## src/rtl/pll_lock_supervisor.sv

```systemverilog
// PLL lock supervisor: sequences the PLL reset, qualifies the synchronised lock
// and drives the downstream system reset, all on the free-running reference clock.
module pll_lock_supervisor #(
    parameter int unsigned SYNC_STAGES         = 2,
    parameter int unsigned LOCK_STABLE_CYCLES  = 1024,
    parameter int unsigned LOCK_TIMEOUT_CYCLES = 65536,
    parameter int unsigned PLL_RST_CYCLES      = 16,
    parameter int unsigned CNT_W               = 17,
    parameter int unsigned ERR_CNT_W           = 8
) (
    input  logic                 clk,
    input  logic                 rst,
    input  logic                 pll_lock_in,
    input  logic                 soft_reset_req,
    output logic                 pll_rst,
    output logic                 sys_rst,
    output logic                 locked,
    output logic [1:0]           state,
    output logic [ERR_CNT_W-1:0] relock_cnt,
    output logic                 timeout_err
);

    typedef enum logic [1:0] {
        ST_RESET_PLL = 2'd0,
        ST_WAIT_LOCK = 2'd1,
        ST_STABLE    = 2'd2,
        ST_RUN       = 2'd3
    } state_e;

    localparam logic [CNT_W-1:0]     RST_LAST    = CNT_W'(PLL_RST_CYCLES - 1);
    localparam logic [CNT_W-1:0]     TMO_LAST    = CNT_W'(LOCK_TIMEOUT_CYCLES - 1);
    localparam logic [CNT_W-1:0]     STABLE_LAST = CNT_W'(LOCK_STABLE_CYCLES - 1);
    localparam logic [CNT_W-1:0]     CNT_ONE     = CNT_W'(1);
    localparam logic [ERR_CNT_W-1:0] ERR_ONE     = ERR_CNT_W'(1);

    logic [SYNC_STAGES-1:0] sync_q;
    logic                   lock_s;

    state_e                 state_q, state_d;
    logic [CNT_W-1:0]       cnt_q, cnt_d;
    logic                   pll_rst_q, pll_rst_d;
    logic                   sys_rst_q, sys_rst_d;
    logic                   locked_q, locked_d;
    logic [ERR_CNT_W-1:0]   relock_cnt_q, relock_cnt_d;
    logic                   timeout_err_q, timeout_err_d;

    // Lock input synchroniser; only the last stage is ever consumed.
    always_ff @(posedge clk or posedge rst) begin
        if (rst) begin
            sync_q <= '0;
        end else begin
            sync_q <= {sync_q[SYNC_STAGES-2:0], pll_lock_in};
        end
    end

    assign lock_s = sync_q[SYNC_STAGES-1];

    // Next-state, counter and registered-output computation.
    always_comb begin
        state_d       = state_q;
        cnt_d         = cnt_q;
        relock_cnt_d  = relock_cnt_q;
        timeout_err_d = timeout_err_q;
        if (soft_reset_req) begin
            // Soft restart wins over every other transition, including a loss in RUN.
            state_d = ST_RESET_PLL;
            cnt_d   = '0;
        end else begin
            case (state_q)
                ST_RESET_PLL: begin
                    if (cnt_q == RST_LAST) begin
                        state_d = ST_WAIT_LOCK;
                        cnt_d   = '0;
                    end else begin
                        cnt_d = cnt_q + CNT_ONE;
                    end
                end
                ST_WAIT_LOCK: begin
                    if (lock_s) begin
                        state_d = ST_STABLE;
                        cnt_d   = '0;
                    end else if (cnt_q == TMO_LAST) begin
                        state_d       = ST_RESET_PLL;
                        cnt_d         = '0;
                        timeout_err_d = 1'b1;
                    end else begin
                        cnt_d = cnt_q + CNT_ONE;
                    end
                end
                ST_STABLE: begin
                    if (!lock_s) begin
                        state_d = ST_WAIT_LOCK;
                        cnt_d   = '0;
                    end else if (cnt_q == STABLE_LAST) begin
                        state_d = ST_RUN;
                        cnt_d   = '0;
                    end else begin
                        cnt_d = cnt_q + CNT_ONE;
                    end
                end
                ST_RUN: begin
                    if (!lock_s) begin
                        state_d = ST_WAIT_LOCK;
                        cnt_d   = '0;
                        if (relock_cnt_q != '1) begin
                            relock_cnt_d = relock_cnt_q + ERR_ONE;
                        end else begin
                            relock_cnt_d = relock_cnt_q;
                        end
                    end else begin
                        cnt_d = '0;
                    end
                end
                default: begin
                    state_d = ST_RESET_PLL;
                    cnt_d   = '0;
                end
            endcase
        end
        // Outputs are decoded from the state being entered so they switch on that edge.
        pll_rst_d = (state_d == ST_RESET_PLL);
        sys_rst_d = (state_d != ST_RUN);
        locked_d  = (state_d == ST_RUN);
    end

    // State, counter and output registers.
    always_ff @(posedge clk or posedge rst) begin
        if (rst) begin
            state_q       <= ST_RESET_PLL;
            cnt_q         <= '0;
            pll_rst_q     <= 1'b1;
            sys_rst_q     <= 1'b1;
            locked_q      <= 1'b0;
            relock_cnt_q  <= '0;
            timeout_err_q <= 1'b0;
        end else begin
            state_q       <= state_d;
            cnt_q         <= cnt_d;
            pll_rst_q     <= pll_rst_d;
            sys_rst_q     <= sys_rst_d;
            locked_q      <= locked_d;
            relock_cnt_q  <= relock_cnt_d;
            timeout_err_q <= timeout_err_d;
        end
    end

    assign pll_rst     = pll_rst_q;
    assign sys_rst     = sys_rst_q;
    assign locked      = locked_q;
    assign state       = state_q;
    assign relock_cnt  = relock_cnt_q;
    assign timeout_err = timeout_err_q;

endmodule

```

## config.mk

```make
export PLATFORM = sky130hd
export DESIGN_NAME = pll_lock_supervisor
export DESIGN_NICKNAME = d
export VERILOG_FILES = /design/src/rtl/pll_lock_supervisor.sv
export SDC_FILE = /design/constraint.sdc
export NUM_CORES = 1
export LEC_CHECK = 0
export BUFFER_PORTS_ARGS = -buffer_cell sky130_fd_sc_hd__buf_2
export CORE_MARGIN = 2
export CORE_UTILIZATION = 40
export CTS_BUF_LIST = sky130_fd_sc_hd__clkbuf_4
export CTS_CLUSTER_SIZE = 16
export DETAILED_ROUTE_END_ITERATION = 8
export HOLD_SLACK_MARGIN = 0.08
export MAX_ROUTING_LAYER = met4
export PLACE_DENSITY = 0.6
export RECOVER_POWER = 100
export SLEW_MARGIN = 20
export SYNTH_ARGS = -nofsm -noshare
export SYNTH_HDL_FRONTEND = slang
export SYNTH_SLANG_ARGS = --single-unit
```

## constraint.sdc

```tcl
create_clock -name clk -period 5 [get_ports clk]
set_input_delay 1 -clock clk [delete_from_list [all_inputs] [get_ports clk]]
set_output_delay 1 -clock clk [all_outputs]
set_load 0.01 [all_outputs]
```

==> results.yml <==
outcome:
  status: "finished, violations left"
  violations: "max-capacitance violations, max-slew violations"
floorplan:
  floorplan.initialDensity_pct: 41.5
  floorplan.die.height_um: 68.5
  std_cell_rows: 23
  die_width_um: 68.5
  die_area_sq_um: 4690
  num_io_pins: 18
  coreArea_sq_um: 4000
pwr:
  power.combinational.fraction_pct: 3.7
  leakage_power_nw: 0.728
  powerDensity_nw_per_um2: 241
  swShare_pct: 22.2
  p_int_mw: 0.340
  share_clk_of_total_power_pct: 33.7
  pwr-share-seq_pct: 62.7
  vdd_drop_max_mv: 0.125
  net-switching-power_mw: 0.0971
placed_design:
  post-place-cells: 226
  place_hpwl_mm: 2.24
  gpl.final_weighted_congestion: 0.862
  numPortBuffers: 17
job:
  max_cap_violations: 1
global_route:
  grt_start_max_net_pins: 34
  antenna_found_initial: 0
  grt_pass1_wl_mm: 5.45
  grt_pass1_vias: 1214
  globalRouteTotalUtil_pct: 16.4
  grt_overflow: 0
drt:
  dr.first_iter.drc_count: 97
  postRouteAntennaNets: 0
  postRouteWirelength_mm: 3.15
  detailroute.via_count: 1245
  vias_per_cell: 5.32
  routedWlPerCell_um: 13.5
  first_pass_iters: 4
  detail_route.drc_violations: 0
sta:
  total_negative_slack_ns: 0
  final.setup_skew_ns: 0.00918
  count_of_final_setup_violators: 0
  period_share_pct: 53.6
  rsz0062_at_grt: "no"
  maxSlewHeadroom_pct: -12.7
  final_hold_viol_count: 0
  actual_slew_at_the_worst_max_slew_pin_ns: 1.69
  layout_min_cycle_time_ns: 2.68
  max_freq_mhz: 373
  finalMaxSlewViolations: 34
synth:
  synth_compound_gate_area_share_pct: 10.5
  synth-edff-count: 0
  synth.avg_cell_area_sq_um: 10.3
  yosys-mux-area-fraction_pct: 0.678
  synthesis.instances: 161
  synth_nets: 169
  synth_warnings: 0
  sequential_fraction_of_the_synthesis_area_pct: 49.8
  synth_flop_cell: "sky130_fd_sc_hd__dfrtp_1"
  synth.area.top_cells: "sky130_fd_sc_hd__dfrtp_1, sky130_fd_sc_hd__xnor2_1, sky130_fd_sc_hd__a21oi_1, sky130_fd_sc_hd__xor2_1, sky130_fd_sc_hd__nor3_1"
  synth-adder-area-share_pct: 3.01
  synth_top_area_share_pct: 46.7
  synthMostInstantiatedCell: "sky130_fd_sc_hd__dfrtp_1"
  yosysUniqueCellTypes: 34
  synth_largest_area_cell: "sky130_fd_sc_hd__dfrtp_1"
  yosys-top-cells-count: "sky130_fd_sc_hd__dfrtp_1, sky130_fd_sc_hd__a21oi_1, sky130_fd_sc_hd__xnor2_1, sky130_fd_sc_hd__nor2_1, sky130_fd_sc_hd__nor3_1"
  netlist_area_sq_um: 1660
  synth_top_family_by_area: "simple AND/OR/NAND/NOR gates"
  post_synth_and_or_nand_nor_area_fraction_pct: 21.5
  async_flop_share_pct: 100
  xor_and_xnor_fraction_of_the_mapped_netlist_area_pct: 10.5
  synth-seq-cells: 33
worst_setup_path:
  critical_path_required_ns: 5.17
  worstPathMaxFanout: 16
  start_kind: "flip-flop"
  worst-setup-path-type: "flip-flop to flip-flop"
  critical_path.endpoint_type: "flip-flop"
  cp_data_arrival_time_ns: 2.85
clocking:
  cts_made_buffers: 5
  max-clock-path-buffers: 2
  cts.clk_slew.worst_paths_ns: 0.09
  worst_skew_late_latency_ns: 0.33
  cts_hold_repair.buffers: 0
  cts_setup_buffers: 0
  tritoncts: "done"
  cts-root-buf: "sky130_fd_sc_hd__clkbuf_4"
  cts.repair.resized: 0
  clock_sinks: 33
  cts-htree-levels: 2
cells_and_area:
  finalNonFillerCells: 234
  n_fill_cell: 397
  layout-drive-gt1-share_pct: 9.78
  design.final.nets: 191
  insertedDiodeCount: 0
  post-route-util_pct: 45.4
  area_delta_synth_final_pct: 9.26
worst_hold_path:
  hold_crit_class: "flip-flop to flip-flop"
==> through the flow <==
step	instance area [sq um]	hold slack, ns	power (mW)	setup WS [ns]
floorplan	1660	0.331	0.291	2.83
global placement	1780	0.350	0.295	2.48
detailed placement	1780	0.336	0.296	2.33
CTS	1830	0.359	0.446	2.31
global route	1820	0.381	0.463	2.03
finish	1820	0.355	0.437	2.32
==> area by class of cell <==
type | instances | area (sq um) | share of cell area [%]
sequential | 33 | 828 | 45.6
multi-input combinational | 118 | 772 | 42.5
timing repair buffer | 18 | 70.1 | 3.86
tap | 50 | 62.6 | 3.45
clock buffer | 7 | 52.6 | 2.89
inverter | 7 | 26.3 | 1.45
clock inverter | 1 | 3.75 | 0.207
==> critical path, stage by stage (launching register included) <==
cell	delay, ns
sky130_fd_sc_hd__dfrtp_1	0.40
sky130_fd_sc_hd__ha_1	0.22
sky130_fd_sc_hd__nand3_1	0.15
sky130_fd_sc_hd__nor3_1	0.37
sky130_fd_sc_hd__nand4_1	0.19
sky130_fd_sc_hd__inv_1	0.10
sky130_fd_sc_hd__ha_1	0.21
sky130_fd_sc_hd__nor3_1	0.09
sky130_fd_sc_hd__o311ai_4	0.59
sky130_fd_sc_hd__a22oi_1	0.20
==> cells by family (layout without fill, tap and decap cells) <==
logic type | count (synthesis) | after routing
and+or+nand+nor | 66 | 66
DFF | 33 | 33
AOI/OAI and AO/OA | 27 | 27
xor gates and xnor gates | 20 | 20
buffers and inverters | 10 | 33
adders and majority gates | 4 | 4
muxes | 1 | 1
==> final timing paths <==
| check | from | to | slack, ns | cells past startpoint |
|---|---|---|---|---|
| worst max-delay path | cnt_q[0] | cnt_q[14] | 2.32 | 9 |
| worst min-delay path | sync_q[0] | sync_q[1] | 0.36 | 0 |
| worst max register to register | cnt_q[0] | cnt_q[14] | 2.32 | 9 |
| worst min register to register | sync_q[0] | sync_q[1] | 0.36 | 0 |
| max in group asynchronous | rst | cnt_q[15] | 2.78 | 3 |
| min in group asynchronous | rst | cnt_q[6] | 1.24 | 3 |
==> cells in the final DEF, fill, tap and decap left out, types with 2 or more instances in the layout <==
master,instances
sky130_fd_sc_hd__a21oi_1,14
sky130_fd_sc_hd__buf_2,2
sky130_fd_sc_hd__clkbuf_1,16
sky130_fd_sc_hd__clkbuf_4,7
sky130_fd_sc_hd__dfrtp_1,31
sky130_fd_sc_hd__dfstp_2,2
sky130_fd_sc_hd__ha_1,4
sky130_fd_sc_hd__inv_1,7
sky130_fd_sc_hd__nand2_1,10
sky130_fd_sc_hd__nand3_1,9
sky130_fd_sc_hd__nand3b_1,3
sky130_fd_sc_hd__nand4_1,7
sky130_fd_sc_hd__nor2_1,12
sky130_fd_sc_hd__nor3_1,12
sky130_fd_sc_hd__nor4_1,5
sky130_fd_sc_hd__o21ai_0,4
sky130_fd_sc_hd__or3_1,2
sky130_fd_sc_hd__xnor2_1,13
sky130_fd_sc_hd__xor2_1,7
==> registers in the layout, indices dropped and copies added, names as in the netlist <==
register / count
cnt_q: 17
sys_rst: 1
sync_q: 2
locked: 1
relock_cnt: 8
timeout_err: 1
pll_rst: 1
state: 2
==> power by group through the flow <==
stage	registers, mW	logic, mW	clock network (mW)
6_report	0.274	0.0160	0.147
5_1_grt	0.275	0.0188	0.170
4_1_cts	0.274	0.0172	0.155
3_5_place_dp	0.279	0.0171	0
3_3_place_gp	0.279	0.0163	0
2_1_floorplan	0.278	0.0131	0
==> layer usage <==
metal	GRT usage [%]	vias up	part of all wire, %
met4	7.50	0	2.1
li1	-	622	-
met5	-	-	0
met2	24.0	30	45
met1	20.2	584	47
met3	5.76	9	5.3
Power figures use the tool's default switching activity.
